==> src/rtl/psram_pkg.sv <==
// Shared encodings and default widths for the PSRAM arbiter slice.
package psram_pkg;

    localparam int AW_DEF = 24;
    localparam int DW_DEF = 16;

    // IDLE arbitrates, WAIT holds for the controller, RESP presents the done pulse.
    typedef enum logic [1:0] {
        IDLE = 2'd0,
        WAIT = 2'd1,
        RESP = 2'd2
    } state_t;

    typedef enum logic {
        OWN_VID  = 1'b0,
        OWN_HOST = 1'b1
    } owner_t;

endpackage

==> src/rtl/psram_arbiter_if.sv <==
// Bundle of the video port, host port and PSRAM controller port around the arbiter.
//
// Handshake: each requester raises req (a level) together with stable
// addr/we/wdata and holds it until ack. ack is a one-cycle pulse meaning the
// request is taken. done is a later one-cycle pulse meaning the transaction
// finished; rdata is valid with done and held until the next done. Dropping
// req before ack withdraws the request; dropping it after ack is not allowed.
// Towards the controller, stb is a one-cycle strobe that is only issued while
// busy is low, and done from the controller is honoured only while waiting.
interface psram_arbiter_if
    import psram_pkg::*;
#(
    parameter int AW = AW_DEF,
    parameter int DW = DW_DEF
);
    logic          i_vid_req;
    logic [AW-1:0] i_vid_addr;
    logic          o_vid_ack;
    logic          o_vid_done;
    logic [DW-1:0] o_vid_rdata;

    logic          i_host_req;
    logic          i_host_we;
    logic [AW-1:0] i_host_addr;
    logic [DW-1:0] i_host_wdata;
    logic          o_host_ack;
    logic          o_host_done;
    logic [DW-1:0] o_host_rdata;

    logic          o_err_timeout;

    logic          o_psram_stb;
    logic          o_psram_we;
    logic [AW-1:0] o_psram_addr;
    logic [DW-1:0] o_psram_din;
    logic          i_psram_busy;
    logic          i_psram_done;
    logic [DW-1:0] i_psram_dout;

    // Arbiter side.
    modport slave (
        input  i_vid_req, i_vid_addr,
        output o_vid_ack, o_vid_done, o_vid_rdata,
        input  i_host_req, i_host_we, i_host_addr, i_host_wdata,
        output o_host_ack, o_host_done, o_host_rdata,
        output o_err_timeout,
        output o_psram_stb, o_psram_we, o_psram_addr, o_psram_din,
        input  i_psram_busy, i_psram_done, i_psram_dout
    );

    // Requesters and controller side.
    modport master (
        output i_vid_req, i_vid_addr,
        input  o_vid_ack, o_vid_done, o_vid_rdata,
        output i_host_req, i_host_we, i_host_addr, i_host_wdata,
        input  o_host_ack, o_host_done, o_host_rdata,
        input  o_err_timeout,
        input  o_psram_stb, o_psram_we, o_psram_addr, o_psram_din,
        output i_psram_busy, i_psram_done, i_psram_dout
    );

endinterface

==> src/rtl/psram_arb_prio.sv <==
// Winner select: video has priority unless it has used up its burst allowance
// while the host was waiting.
module psram_arb_prio (
    input  logic vid_req,
    input  logic host_req,
    input  logic streak_full,
    output logic win_vid,
    output logic win_host
);

    assign win_host = host_req && (!vid_req || streak_full);
    assign win_vid  = vid_req && !win_host;

endmodule

==> src/rtl/psram_arbiter.sv <==
// Two-requester arbiter in front of the single PSRAM controller port.
module psram_arbiter
    import psram_pkg::*;
#(
    parameter int AW            = AW_DEF,
    parameter int DW            = DW_DEF,
    parameter int MAX_VID_BURST = 8,
    parameter int TIMEOUT       = 1023,
    parameter int TW            = 10
) (
    input  logic clk_100mhz,
    input  logic rstn_i,
    psram_arbiter_if.slave bus,
    output state_t dbg_state
);

    localparam int SW = $clog2(MAX_VID_BURST + 1);

    state_t        state_q, state_d;
    owner_t        owner_q;
    logic [SW-1:0] vid_streak_q;
    logic [TW-1:0] tmo_cnt_q;
    logic          streak_full;
    logic          win_vid, win_host;
    logic          grant_vid, grant_host, end_ok, end_tmo;

    logic          stb_q, we_q, vid_ack_q, host_ack_q, vid_done_q, host_done_q, err_q;
    logic [AW-1:0] addr_q;
    logic [DW-1:0] din_q, vid_rdata_q, host_rdata_q;

    assign streak_full = (vid_streak_q >= SW'(MAX_VID_BURST));

    psram_arb_prio u_prio (
        .vid_req     (bus.i_vid_req),
        .host_req    (bus.i_host_req),
        .streak_full (streak_full),
        .win_vid     (win_vid),
        .win_host    (win_host)
    );

    // State register.
    always_ff @(posedge clk_100mhz or negedge rstn_i) begin
        if (!rstn_i) state_q <= IDLE;
        else         state_q <= state_d;
    end

    // Next state plus the grant/finish strobes that steer the datapath.
    always_comb begin
        state_d    = state_q;
        grant_vid  = 1'b0;
        grant_host = 1'b0;
        end_ok     = 1'b0;
        end_tmo    = 1'b0;
        case (state_q)
            IDLE: begin
                if (!bus.i_psram_busy) begin
                    if (win_host) begin
                        grant_host = 1'b1;
                        state_d    = WAIT;
                    end else if (win_vid) begin
                        grant_vid = 1'b1;
                        state_d   = WAIT;
                    end
                end
            end
            WAIT: begin
                // A done arriving on the last allowed cycle still counts as success.
                if (bus.i_psram_done) begin
                    end_ok  = 1'b1;
                    state_d = RESP;
                end else if (tmo_cnt_q == TW'(TIMEOUT - 1)) begin
                    end_tmo = 1'b1;
                    state_d = RESP;
                end
            end
            RESP:    state_d = IDLE;
            default: state_d = IDLE;
        endcase
    end

    // Timeout counter runs only while waiting on the controller.
    always_ff @(posedge clk_100mhz or negedge rstn_i) begin
        if (!rstn_i)               tmo_cnt_q <= '0;
        else if (state_q == WAIT)  tmo_cnt_q <= tmo_cnt_q + TW'(1);
        else                       tmo_cnt_q <= '0;
    end

    // Video streak: counts video grants the host had to sit through.
    always_ff @(posedge clk_100mhz or negedge rstn_i) begin
        if (!rstn_i) begin
            vid_streak_q <= '0;
        end else if (grant_host) begin
            vid_streak_q <= '0;
        end else if (grant_vid && bus.i_host_req) begin
            if (!streak_full) vid_streak_q <= vid_streak_q + SW'(1);
        end else if (state_q == IDLE && !bus.i_host_req) begin
            vid_streak_q <= '0;
        end
    end

    // Registered controller command, acks, done pulses and read data.
    always_ff @(posedge clk_100mhz or negedge rstn_i) begin
        if (!rstn_i) begin
            owner_q      <= OWN_VID;
            stb_q        <= 1'b0;
            we_q         <= 1'b0;
            addr_q       <= '0;
            din_q        <= '0;
            vid_ack_q    <= 1'b0;
            host_ack_q   <= 1'b0;
            vid_done_q   <= 1'b0;
            host_done_q  <= 1'b0;
            err_q        <= 1'b0;
            vid_rdata_q  <= '0;
            host_rdata_q <= '0;
        end else begin
            stb_q       <= 1'b0;
            vid_ack_q   <= 1'b0;
            host_ack_q  <= 1'b0;
            vid_done_q  <= 1'b0;
            host_done_q <= 1'b0;
            err_q       <= 1'b0;
            if (grant_vid) begin
                owner_q   <= OWN_VID;
                stb_q     <= 1'b1;
                vid_ack_q <= 1'b1;
                we_q      <= 1'b0;
                addr_q    <= bus.i_vid_addr;
                din_q     <= '0;
            end else if (grant_host) begin
                owner_q    <= OWN_HOST;
                stb_q      <= 1'b1;
                host_ack_q <= 1'b1;
                we_q       <= bus.i_host_we;
                addr_q     <= bus.i_host_addr;
                din_q      <= bus.i_host_wdata;
            end
            if (end_ok || end_tmo) begin
                err_q <= end_tmo;
                if (owner_q == OWN_VID) begin
                    vid_done_q  <= 1'b1;
                    vid_rdata_q <= end_ok ? bus.i_psram_dout : '0;
                end else begin
                    host_done_q  <= 1'b1;
                    host_rdata_q <= end_ok ? bus.i_psram_dout : '0;
                end
            end
        end
    end

    assign bus.o_psram_stb   = stb_q;
    assign bus.o_psram_we    = we_q;
    assign bus.o_psram_addr  = addr_q;
    assign bus.o_psram_din   = din_q;
    assign bus.o_vid_ack     = vid_ack_q;
    assign bus.o_vid_done    = vid_done_q;
    assign bus.o_vid_rdata   = vid_rdata_q;
    assign bus.o_host_ack    = host_ack_q;
    assign bus.o_host_done   = host_done_q;
    assign bus.o_host_rdata  = host_rdata_q;
    assign bus.o_err_timeout = err_q;
    assign dbg_state         = state_q;

endmodule

==> src/flat_wrapper.sv <==
// flat-port wrapper written by rule: the top's interface ports become plain ports
module psram_arbiter_flat import psram_pkg::*;
#(
    parameter int AW            = AW_DEF,
    parameter int DW            = DW_DEF,
    parameter int MAX_VID_BURST = 8,
    parameter int TIMEOUT       = 1023,
    parameter int TW            = 10
)
  (clk_100mhz, rstn_i, dbg_state, bus_i_vid_req, bus_i_vid_addr, bus_o_vid_ack, bus_o_vid_done, bus_o_vid_rdata, bus_i_host_req, bus_i_host_we, bus_i_host_addr, bus_i_host_wdata, bus_o_host_ack, bus_o_host_done, bus_o_host_rdata, bus_o_err_timeout, bus_o_psram_stb, bus_o_psram_we, bus_o_psram_addr, bus_o_psram_din, bus_i_psram_busy, bus_i_psram_done, bus_i_psram_dout);
  psram_arbiter_if #(.AW(AW), .DW(DW)) bus_i ();
  input  logic clk_100mhz;
  input  logic rstn_i;
  output state_t dbg_state;
  input wire logic [$bits(bus_i.i_vid_req)-1:0] bus_i_vid_req;
  input wire logic [$bits(bus_i.i_vid_addr)-1:0] bus_i_vid_addr;
  output wire logic [$bits(bus_i.o_vid_ack)-1:0] bus_o_vid_ack;
  output wire logic [$bits(bus_i.o_vid_done)-1:0] bus_o_vid_done;
  output wire logic [$bits(bus_i.o_vid_rdata)-1:0] bus_o_vid_rdata;
  input wire logic [$bits(bus_i.i_host_req)-1:0] bus_i_host_req;
  input wire logic [$bits(bus_i.i_host_we)-1:0] bus_i_host_we;
  input wire logic [$bits(bus_i.i_host_addr)-1:0] bus_i_host_addr;
  input wire logic [$bits(bus_i.i_host_wdata)-1:0] bus_i_host_wdata;
  output wire logic [$bits(bus_i.o_host_ack)-1:0] bus_o_host_ack;
  output wire logic [$bits(bus_i.o_host_done)-1:0] bus_o_host_done;
  output wire logic [$bits(bus_i.o_host_rdata)-1:0] bus_o_host_rdata;
  output wire logic [$bits(bus_i.o_err_timeout)-1:0] bus_o_err_timeout;
  output wire logic [$bits(bus_i.o_psram_stb)-1:0] bus_o_psram_stb;
  output wire logic [$bits(bus_i.o_psram_we)-1:0] bus_o_psram_we;
  output wire logic [$bits(bus_i.o_psram_addr)-1:0] bus_o_psram_addr;
  output wire logic [$bits(bus_i.o_psram_din)-1:0] bus_o_psram_din;
  input wire logic [$bits(bus_i.i_psram_busy)-1:0] bus_i_psram_busy;
  input wire logic [$bits(bus_i.i_psram_done)-1:0] bus_i_psram_done;
  input wire logic [$bits(bus_i.i_psram_dout)-1:0] bus_i_psram_dout;
  assign bus_i.i_vid_req = bus_i_vid_req;
  assign bus_i.i_vid_addr = bus_i_vid_addr;
  assign bus_o_vid_ack = bus_i.o_vid_ack;
  assign bus_o_vid_done = bus_i.o_vid_done;
  assign bus_o_vid_rdata = bus_i.o_vid_rdata;
  assign bus_i.i_host_req = bus_i_host_req;
  assign bus_i.i_host_we = bus_i_host_we;
  assign bus_i.i_host_addr = bus_i_host_addr;
  assign bus_i.i_host_wdata = bus_i_host_wdata;
  assign bus_o_host_ack = bus_i.o_host_ack;
  assign bus_o_host_done = bus_i.o_host_done;
  assign bus_o_host_rdata = bus_i.o_host_rdata;
  assign bus_o_err_timeout = bus_i.o_err_timeout;
  assign bus_o_psram_stb = bus_i.o_psram_stb;
  assign bus_o_psram_we = bus_i.o_psram_we;
  assign bus_o_psram_addr = bus_i.o_psram_addr;
  assign bus_o_psram_din = bus_i.o_psram_din;
  assign bus_i.i_psram_busy = bus_i_psram_busy;
  assign bus_i.i_psram_done = bus_i_psram_done;
  assign bus_i.i_psram_dout = bus_i_psram_dout;
  psram_arbiter #(.AW(AW), .DW(DW), .MAX_VID_BURST(MAX_VID_BURST), .TIMEOUT(TIMEOUT), .TW(TW)) u_core (.clk_100mhz(clk_100mhz), .rstn_i(rstn_i), .bus(bus_i), .dbg_state(dbg_state));
endmodule
==> config.mk <==
export PLATFORM = sky130hd
export DESIGN_NAME = psram_arbiter_flat
export DESIGN_NICKNAME = d
export VERILOG_FILES = /design/src/rtl/psram_pkg.sv /design/src/rtl/psram_arbiter_if.sv /design/src/rtl/psram_arb_prio.sv /design/src/rtl/psram_arbiter.sv /design/src/flat_wrapper.sv
export SDC_FILE = /design/constraint.sdc
export NUM_CORES = 1
export LEC_CHECK = 0
export BUFFER_PORTS_ARGS = -buffer_cell sky130_fd_sc_hd__buf_2
export CORE_MARGIN = 2
export CORE_UTILIZATION = 40
export DETAILED_ROUTE_END_ITERATION = 7
export GPL_ROUTABILITY_DRIVEN = 0
export PLACE_DENSITY_LB_ADDON = 0.2
export SKIP_CTS_REPAIR_TIMING = 1
export SYNTH_ARGS = -nofsm -noshare
export SYNTH_HDL_FRONTEND = slang
export SYNTH_SLANG_ARGS = --single-unit
==> constraint.sdc <==
create_clock -name clk_100mhz -period 4.23 [get_ports clk_100mhz]
set_input_delay 0.2115 -clock clk_100mhz [delete_from_list [all_inputs] [get_ports clk_100mhz]]
set_output_delay 0.2115 -clock clk_100mhz [all_outputs]
set_load 0.01 [all_outputs]
==> metrics.txt, run 1 <==
Final Skew 0.00984 ns; Rows 36; final setup violation count 0; Hold Crit Class in -> reg; Area Growth Syn to Fin 27.6%; most area-hungry cell type in the Yosys netlist dfrtp_1; Total GRT Usage 0.189; layout cell share with drive strength beyond 1 0.366; CTS Buffer Depth 2; Synth top area share 0.590; top_reg_cell synth dfrtp_1; first-pass GRT wire length 16.6 mm; IO Port Bufs 167; vias in the first global route 3340; Inst Count DP 651; CTS buffer count 9; hold violation count in the final report 0; antenna cells 0; # nets final 621; met2 Usage GRT 0.296; die area 0.0110 sq mm; Worst VDD drop 0.211 mV; Post-Syn Area 0.00407 sq mm; grt met3 use 0.0580; min Tclk post-route 2.34 ns; CP startpoint kind flip-flop; most common cell in the netlist dfrtp_1; die width 105 um; clock slew at reported path FFs 0.09 ns; FF-to-FF setup slack 1.89 ns; DP HPWL 6.98 mm; CORE AREA 0.00982 sq mm; Routed Antenna Nets 0; Yosys cell types 45; Worst Setup SP u_core.dbg_state[0]$_DFFE_PN0P_; root buf cell clkbuf_8; fmax 0.427 GHz; Synth Area per Inst 10.9 sq um; hold wc startpoint bus_i_host_wdata[9]; post-synthesis sequential area ratio 0.590; outcome completed; P per Cell Area 543 mW/mm^2; crit-path max FO 16; drt wl/cell 15.2 um; ys async rst share 1.00; DRC viols 0; final wirelength 10.2 mm; CP required 4.42 ns; initial antenna violation count 0; Rel. slew slack 0.219; DR pass1 iterations 4; Worst-Margin Slew 1.16 ns; effective utilization at floorplan 0.414; MaxCap Viol Count 0; global routing's busiest layer met2; sum of negative setup slack 0 ns; DRT iter0 DRCs 131; reg-to-reg startpoint u_core.dbg_state[0]$_DFFE_PN0P_; Post-synth EDFFs 0; worst skew pair latency 0.36 ns; Mapped Cells 374; kind of critical path reg -> reg; gr ovfl total 0; period utilization 0.553; largest net degree at the start of global routing 64; Post-Layout Cell Count 668; Synth area leaders dfrtp_1, nand2_1, a221o_1, o21ai_0, and3_1; Via density 5.11; Leak 2.68 nW; Max Slew Vio Count 0; RSZ-0062 raised after global routing false; Die Height 105 um; clk sink count 96; CP Capture Type flip-flop; Hold Crit Depth 2; reg2reg path depth 3; met1 usage in global routing 0.254; Vias 3416; I/O Pins 168; critical path data arrival time 2.53 ns; syn nets 465; CTS tree yes; synth cell count leaders dfrtp_1, nand2_1, o21ai_0; register bit total from synthesis 96; synth warn 0; H-Tree Depth 3
-- path summary, 6_finish.rpt --
check / end
min in group asynchronous: u_core.bus.o_host_ack$_DFF_PN0_
max in group asynchronous: u_core.bus.o_psram_addr[14]$_DFFE_PN0P_
max: u_core.bus.o_vid_rdata[13]$_DFFE_PN0P_
min: u_core.bus.o_psram_din[9]$_DFFE_PN0P_
max reg2reg: u_core.bus.o_vid_rdata[13]$_DFFE_PN0P_
min reg2reg: u_core.bus.o_psram_din[14]$_DFFE_PN0P_
-- area by class of cell --
| class | instances | area, sq um |
|---|---|---|
| tap | 133 | 166 |
| multi-input combinational | 245 | 1520 |
| fill | 945 | 4630 |
| inverter | 6 | 22.5 |
| clock buffer | 14 | 163 |
| timing repair buffer | 172 | 878 |
| sequential | 96 | 2400 |
| clock inverter | 2 | 37.5 |
-- worst max-delay path: stages, from the launching register on --
cell	delay [ns]
dfrtp_1	0.54
or3b_2	0.50
nor4_2	0.88
o21ai_0	0.25
-- report_power, final --
group / leakage [nW] / total [mW] / switching, mW / internal, mW
sequential: 1.24 / 1.36 / 0.168 / 1.19
combinational: 1.34 / 0.841 / 0.459 / 0.382
clock: 0.0969 / 0.617 / 0.310 / 0.307
-- stage by stage --
step           instance area [sq um]  hold WS, ns  setup slack [ns]  total power [mW]   util
2_1_floorplan                   4070      -0.0841              2.38              1.81      -
3_3_place_gp                    4980        0.345              1.97              2.21  0.508
3_5_place_dp                    4980        0.357              1.83              2.23  0.508
4_1_cts                         5180      -0.0455              1.84              2.85  0.528
5_1_grt                         5190       0.0411              1.64              3.01  0.529
6_report                        5190       0.0617              1.89              2.82  0.529
-- state kept, by name, summed over array words and instances (netlist names), 2 cells and up --
signal	cells
u_core.bus.o_host_rdata	16
u_core.bus.o_vid_rdata	16
u_core.tmo_cnt_q	10
u_core.bus.o_psram_addr	24
u_core.dbg_state	2
u_core.vid_streak_q	4
u_core.bus.o_psram_din	16
-- logic make-up (layout without fill, tap and decap cells) --
| kind of cell | count (synthesis) | count (layout) | share of synthesized area |
|---|---|---|---|
| compound gates | 100 | 100 | 0.178 |
| xor+xnor | 3 | 3 | 0.00646 |
| fa+ha+maj | 4 | 4 | 0.0123 |
| buf+inv | 33 | 194 | 0.0397 |
| flops | 96 | 96 | 0.590 |
| simple gates | 138 | 138 | 0.173 |
-- placed cells by master, fill, tap and decap left out, drive strengths merged, types with 2 or more instances in the layout --
cell      n
and3     24
dfrtp    96
nor4      2
a221o    25
o21ai    46
nor2b     3
nor4b     2
ha        4
nand4     3
inv       6
nand3     8
nand2    70
buf     171
xnor2     2
o21ba     2
nor2      8
or3       3
nand2b    3
a21oi     5
or4       2
clkbuf   14
o31ai     3
a22o     13
-- metal layers --
layer  up-vias  wire length (um)
met1      1636              4590
met4         0                54
met5         -                 0
met2       121              4890
li1       1655                 -
met3         4               640
(Power assumes the default switching activity.)
==> run 2, diff against run 1 <==
--- a/config.mk
+++ b/config.mk
@@ -5,6 +5,7 @@
 export SDC_FILE = /design/constraint.sdc
 export NUM_CORES = 1
 export LEC_CHECK = 0
+export ABC_AREA = 1
 export BUFFER_PORTS_ARGS = -buffer_cell sky130_fd_sc_hd__buf_2
 export CORE_MARGIN = 2
 export CORE_UTILIZATION = 40
==> constraint.sdc (replaced) <==
create_clock -name clk_100mhz -period 2 [get_ports clk_100mhz]
set_input_delay 0.1 -clock clk_100mhz [delete_from_list [all_inputs] [get_ports clk_100mhz]]
set_output_delay 0.1 -clock clk_100mhz [all_outputs]
set_load 0.01 [all_outputs]
==> run 2 against run 1 <==
  * The flow now finishes with violations (negative hold slack)
  * Routed wire length is 13% higher
  * Worst hold slack worse by 0.069 ns
  * Clock skew is 0.0015 ns higher
  * Critical path depth is 4 higher
  * Critical endpoint is now u_core.bus.o_psram_addr[17]$_DFFE_PN0P_
  * First-iteration DRC count is 82% higher
  * Critical path type unchanged
  * Global-route usage is 0.43 points higher
==> metrics.txt, run 2 <==
H-Tree Depth 3 (unchanged); Worst-Margin Slew 1.23 ns (+0.0715 ns); fillcell total 1057 (+12%); synth cell count leaders nand2_1, dfrtp_1, inv_1; most common cell in the netlist nand2_1; final instance area 0.00600 sq mm (+16%); multi-input logic area 0.00159 sq mm (+4.6%); effective utilization at floorplan 0.410 (-0.00440); Max Slew Vio Count 0 (unchanged); die width 109 um (+4.3%); P per Cell Area 1260 mW/mm^2 (+130%); Routed Antenna Nets 0 (unchanged); MaxCap Viol Count 0 (unchanged); Vias 4132 (+21%); largest net degree at the start of global routing 53 (-17%); min Tclk post-route 1.66 ns (-0.685 ns); commonest non-fill, non-tap cell in the layout nand2_1; first-pass GRT wire length 18.0 mm (+8.3%); initial antenna violation count 0 (unchanged); Post-synth EDFFs 0 (unchanged); synth warn 0 (unchanged); simple-gate share of the synthesized area 0.278 (+0.104); largest family of logic cells by synthesized area simple AND/OR/NAND/NOR gates; Final Skew 0.0113 ns (+0.00146 ns); RSZ-0062 raised after global routing false; sum of negative setup slack 0 ns (unchanged); IO Port Bufs 167 (unchanged); Area Growth Syn to Fin 35.0%; clk sink count 96 (unchanged); Seq. cell area 0.00240 sq mm (unchanged); final hold slack -0.00738 ns (-0.0691 ns); antenna cells 0 (unchanged); Synth top area share 0.541 (-0.0499); drt wl/cell 12.7 um (-17%); DRC viols 0 (unchanged); I/O Pins 168 (unchanged); clock slew at reported path FFs 0.10 ns (about the same); critical path data arrival time 1.91 ns (-0.62 ns); Mapped Cells 558 (+49%); mux contribution to synthesized area 0 (unchanged); DRT iter0 DRCs 239 (+82%); period utilization 0.828 (+0.275); Hold Crit Class in -> reg; # nets final 856 (+38%); CTS tree yes; Post-Syn Area 0.00444 sq mm (+9.2%); Via density 4.54 (-11%); CP max stage delay 0.39 ns (-0.49 ns); Rows 38 (+5.6%); Die Height 109 um (+4.3%); Synth Area per Inst 7.96 sq um (-27%); CP startpoint kind flip-flop; Total GRT Usage 0.193 (+0.00434); Rel. slew slack 0.175 (-0.0444); slowest CP cell dfrtp_1; worst skew pair latency 0.36 ns (about the same); post-synthesis share of cell area spent on xor and xnor gates 0.00591 (-0.000545); top_reg_cell synth dfrtp_1; adder and majority gate portion of the synthesized area 0.0113 (-0.00104); commonest cells after routing, fill and taps aside nand2_1, buf_2, dfrtp_1, inv_1, nor2_1; root buf cell clkbuf_8; gr ovfl total 0 (unchanged); vias in the first global route 3831 (+15%); Synth Area in Compound Gates 0.0622 (-0.116); worst-path cell chain inv_2 -> nand2_1 -> nor2_2 -> o21ai_4 -> buf_4 -> nor2_1 -> a21boi_1; CTS Buffer Depth 2 (unchanged); Yosys cell types 30 (-33%); CORE AREA 0.0108 sq mm (+10%); kind of critical path reg -> reg; syn nets 649 (+40%); CP Capture Type flip-flop; hold violation count in the final report 1 (+1); DP HPWL 7.80 mm (+12%); outcome finished with violations; failing checks negative hold slack; die area 0.0120 sq mm (+8.9%); Worst VDD drop 0.588 mV (+180%); fmax 0.604 GHz (+41%); register bit total from synthesis 96 (unchanged); layout cell share with drive strength beyond 1 0.264 (-0.103); crit-path max FO 52 (+36); ys async rst share 1.00 (unchanged); most area-hungry cell type in the Yosys netlist dfrtp_1; final setup violation count 0 (unchanged); CTS buffer count 9 (unchanged); CP required 2.25 ns (-2.17 ns); Synth area leaders dfrtp_1, nand2_1, inv_1, nor2_1, a21boi_1; max reg flops 24 (unchanged); final wirelength 11.5 mm (+13%); DR pass1 iterations 5 (+1); placed instance area 0.00540 sq mm (+8.4%); Leak 3.56 nW (+33%); post-synthesis sequential area ratio 0.541 (-0.0499)
-- run 2: cell count changes after synthesis, sizes merged, moves of 4 or more --
cell | before | now
nand2 | 70 | 217
inv | 6 | 84
nor2 | 8 | 81
o21ai | 46 | 8
a221o | 25 | 0
a21boi | 0 | 24
and3 | 24 | 1
clkbuf | 18 | 4
a22o | 13 | 0
buf | 9 | 14
nor3 | 1 | 5
-- run 2: worst paths after layout --
| kind | startpoint | endpoint | slack (ns) | cells after the start |
|---|---|---|---|---|
| setup / recovery | u_core.dbg_state[1]$_DFFE_PN0P_ | u_core.bus.o_psram_addr[17]$_DFFE_PN0P_ | 0.34 | 7 |
| hold / removal | bus_i_vid_addr[23] | u_core.bus.o_psram_addr[23]$_DFFE_PN0P_ | -0.007 | 3 |
| setup reg to reg | u_core.dbg_state[1]$_DFFE_PN0P_ | u_core.bus.o_psram_addr[17]$_DFFE_PN0P_ | 0.34 | 7 |
| hold reg to reg | u_core.bus.o_host_rdata[14]$_DFFE_PN0P_ | u_core.bus.o_host_rdata[14]$_DFFE_PN0P_ | 0.47 | 2 |
| max in group asynchronous | rstn_i | u_core.tmo_cnt_q[3]$_DFF_PN0_ | 1.13 | 3 |
| min in group asynchronous | rstn_i | u_core.owner_q$_DFFE_PN0P_ | 0.18 | 2 |
-- run 2: final cells by class --
| class | count | area share |
|---|---|---|
| Timing Repair Buffer | 214 | 0.217 |
| Multi-Input combinational cell | 357 | 0.266 |
| Sequential cell | 96 | 0.400 |
| Inverter | 87 | 0.0546 |
| Clock inverter | 4 | 0.00876 |
| Tap cell | 140 | 0.0292 |
| Clock buffer | 12 | 0.0242 |
-- run 2: cell families (layout without fill, tap and decap cells) --
| logic type | count (synthesis) | after routing |
|---|---|---|
| simple gates | 310 | 310 |
| buf+inv | 105 | 317 |
| flops | 96 | 96 |
| compound gates | 40 | 40 |
| fa+ha+maj | 4 | 4 |
| xor+xnor | 3 | 3 |
-- run 2: report_power, final --
| part | internal (mW) | switching [mW] |
|---|---|---|
| Combinational | 1.23 | 1.85 |
| Sequential | 2.73 | 0.443 |
| Clock | 0.620 | 0.685 |
| Total | 4.58 | 2.98 |
-- run 2: metrics by stage --
step	hold WS [ns]	cells	total power, mW	util	setup WS [ns]
2_1_floorplan	-0.196	558	4.98	-	0.658
3_3_place_gp	0.0176	854	6.17	0.498	0.296
3_5_place_dp	0.0157	854	6.26	0.498	0.206
4_1_cts	-0.394	870	7.59	0.517	0.324
5_1_grt	0.0122	910	8.23	0.554	0.203
6_report	-0.00738	910	7.56	0.554	0.344
-- run 2: worst max-delay path: cells and delay by family (launching register included) --
family / cells / cell delay [ns]
and+or+nand+nor: 3 / 0.38
AOI/OAI and AO/OA: 2 / 0.42
buffers and inverters: 2 / 0.37
DFF: 1 / 0.39
-- run 2: per-layer routing --
layer	vias to the layer above	GRT usage	wire [um]
met5	-	0	0
met4	0	0.0687	217
met3	16	0.0575	856
met2	142	0.302	5320
met1	1919	0.254	5140
li1	2055	-	-
==> run 3, diff against run 2 <==
==> constraint.sdc (replaced) <==
create_clock -name clk_100mhz -period 1.7 [get_ports clk_100mhz]
set_input_delay 0.085 -clock clk_100mhz [delete_from_list [all_inputs] [get_ports clk_100mhz]]
set_output_delay 0.085 -clock clk_100mhz [all_outputs]
set_load 0.01 [all_outputs]
==> run 3 against run 2 <==
  * The run still ends with negative hold slack left
  * Combinational power rose by 19%
  * Sequential share of layout area fell by 0.40 points
  * Clock skew rose by 0.0035 ns
  * Highest routed layer unchanged
  * Critical endpoint is now u_core.bus.o_psram_addr[18]$_DFFE_PN0P_
  * Largest power group unchanged
  * Critical path type unchanged
==> metrics.txt, run 3 (synthesized netlist as in run 2, its figures left out) <==
outcome finished with violations; failing checks negative hold slack; FF-to-FF setup slack 0.17 ns (-0.18 ns); met1 usage in global routing 0.238 (-0.0166); kind of critical path reg -> reg; Rel. slew slack 0.585 (+0.410); fillcell total 1010 (-4.4%); Total GRT Usage 0.192 (-0.000681); P_int 5.37 mW (+17%); Inst Count DP 855 (+0.12%); Hold Crit Class in -> reg; CP required 1.98 ns (-0.27 ns); Die Height 109 um (unchanged); final hold slack -0.00419 ns (+0.00319 ns); CP bufs+invs 2 (unchanged); final design utilization 0.559 (+0.00554); Worst-Margin Slew 0.623 ns (-0.610 ns); CP top delay family simple AND/OR/NAND/NOR gates; final wirelength 11.8 mm (+2.2%); CP max stage delay 0.41 ns (+0.02 ns); reg2reg path depth 7 (unchanged); antenna cells 0 (unchanged); Via density 4.48 (-1.3%); gr ovfl total 0 (unchanged); initial antenna violation count 0 (unchanged); total net switching power 3.52 mW (+18%); largest net degree at the start of global routing 46 (-13%); Final Skew 0.0148 ns (+0.00346 ns); Worst VDD drop 0.695 mV (+18%); Vias 4091 (-0.99%); global routing's busiest layer met2; min Tclk post-route 1.53 ns (-0.121 ns); Routed Antenna Nets 0 (unchanged); hold violation count in the final report 1 (unchanged); drt wl/cell 12.9 um (+1.9%); IO Port Bufs 167 (unchanged); CP startpoint kind flip-flop; Max Slew Vio Count 0 (unchanged); first-pass GRT wire length 18.0 mm (about the same); CTS Buffer Depth 2 (unchanged); CP Capture Type flip-flop; effective utilization at floorplan 0.410 (unchanged); I/O Pins 168 (unchanged); grt met3 use 0.0676 (+0.0101); die area 0.0120 sq mm (unchanged); slowest CP cell dfrtp_1; # nets final 859 (+0.35%); Comb power frac 0.413 (+0.005); root buf cell clkbuf_8; Area Growth Syn to Fin 36.4%; clk sink count 96 (unchanged); critical path data arrival time 1.82 ns (-0.09 ns); Hold Crit Depth 3 (unchanged); Reg power frac 0.421 (+0.002); Rows 38 (unchanged); Leak 3.59 nW (+0.60%); Post-Layout Cell Count 913 (+0.33%); die width 109 um (unchanged); clock slew at reported path FFs 0.10 ns (about the same); placed instance area 0.00544 sq mm (+0.60%); commonest non-fill, non-tap cell in the layout nand2_1; DRT iter0 DRCs 213 (-11%); reg-to-reg startpoint u_core.dbg_state[1]$_DFFE_PN0P_; CTS tree yes; worst-path cell chain inv_2 -> nand2_1 -> nor2_4 -> nand2_1 -> inv_6 -> nand2_1 -> a21boi_1; Crit Reg-Reg Endpoint u_core.bus.o_psram_addr[18]$_DFFE_PN0P_; Switching Share 0.396 (+0.00194); CORE AREA 0.0108 sq mm (unchanged); worst skew pair latency 0.36 ns (about the same); final setup violation count 0 (unchanged); final instance area 0.00606 sq mm (+1.0%); vias in the first global route 3896 (+1.7%); most numerous cell on the critical path nand2_1; DRC viols 0 (unchanged); hold wc startpoint bus_i_vid_addr[4]; DR pass1 iterations 4 (-1); DP HPWL 8.08 mm (+3.5%); MaxCap Viol Count 0 (unchanged); fmax 0.651 GHz (+7.9%); Clk pwr share 0.166 (-0.007); CTS buffer count 9 (unchanged); period utilization 0.903 (+0.0748); H-Tree Depth 3 (unchanged); commonest cells after routing, fill and taps aside nand2_1, buf_2, dfrtp_1, inv_1, nor2_1; Pwr Total 8.89 mW (+18%); Hold Path End u_core.bus.o_psram_addr[4]$_DFFE_PN0P_; layout cell share with drive strength beyond 1 0.266 (+0.00286); P per Cell Area 1470 mW/mm^2 (+16%); crit-path max FO 26 (-50%); met2 Usage GRT 0.321 (+0.0181); max reg flops 24 (unchanged); Worst Setup SP u_core.dbg_state[1]$_DFFE_PN0P_
## run 3: changes by cell type in the layout (fill, tap and decap cells not counted)
cell,delta
buf_12,+2
buf_4,-1
clkbuf_8,-1
clkinv_1,-1
clkinv_4,+1
clkinvlp_4,+1
dlygate4sd3_1,+1
nand2_2,-1
nand2_4,+1
nor2_2,-1
nor2_4,+1
o21ai_2,+1
## run 3: metal layers
metal  vias to the layer above  part of all wire  wire length, um
met1                      1877              0.44             5150
met2                       139              0.48             5710
li1                       2066                 -                -
met5                         -                 0                0
met4                         0            0.0093              110
met3                         9             0.069              819
## run 3: worst max path at each step
stage,to,slack (ns),depth (start not counted)
2_1_floorplan,u_core.bus.o_vid_rdata[10]$_DFFE_PN0P_,0.36,10
3_3_place_gp,u_core.bus.o_psram_addr[18]$_DFFE_PN0P_,0.20,7
3_5_place_dp,u_core.bus.o_psram_addr[3]$_DFFE_PN0P_,0.14,7
4_1_cts,u_core.bus.o_psram_addr[18]$_DFFE_PN0P_,0.13,7
5_1_grt,u_core.bus.o_psram_addr[4]$_DFFE_PN0P_,-0.004,7
6_report,u_core.bus.o_psram_addr[18]$_DFFE_PN0P_,0.17,7
## run 3: power groups by stage
stage               clock network [mW]  registers (mW)  logic, mW
floorplan                            0            4.14       1.72
global placement                     0            3.75       3.52
global route                      1.63            3.84       4.17
finish                            1.47            3.74       3.68
detailed placement                   0            3.75       3.63
CTS                               1.54            3.73       3.62
## run 3: through the flow
stage	hold WS [ns]	setup slack, ns	setup TNS (ns)
finish	-0.00419	0.165	0
global route	0.00399	-0.00441	-0.00936
detailed placement	0.148	0.141	0
global placement	0.147	0.196	0
floorplan	-0.211	0.358	0
CTS	-0.254	0.126	0
## run 3: cell type report
class                   count  area, sq um  area share
inverters                  87          335      0.0553
multi-input cells         358         1610       0.266
clock buffers              11          131      0.0217
repair buffers            216         1350       0.222
flip-flops and latches     96         2400       0.396
well taps                 140          175      0.0289
clock inverters             5         57.6     0.00950
## run 3: worst register-to-register path: cells and delay by family (launching register included)
| kind | cells | cell delay (ns) |
|---|---|---|
| AOI/OAI and AO/OA | 1 | 0.15 |
| buffers and inverters | 2 | 0.29 |
| DFF | 1 | 0.41 |
| and+or+nand+nor | 4 | 0.61 |
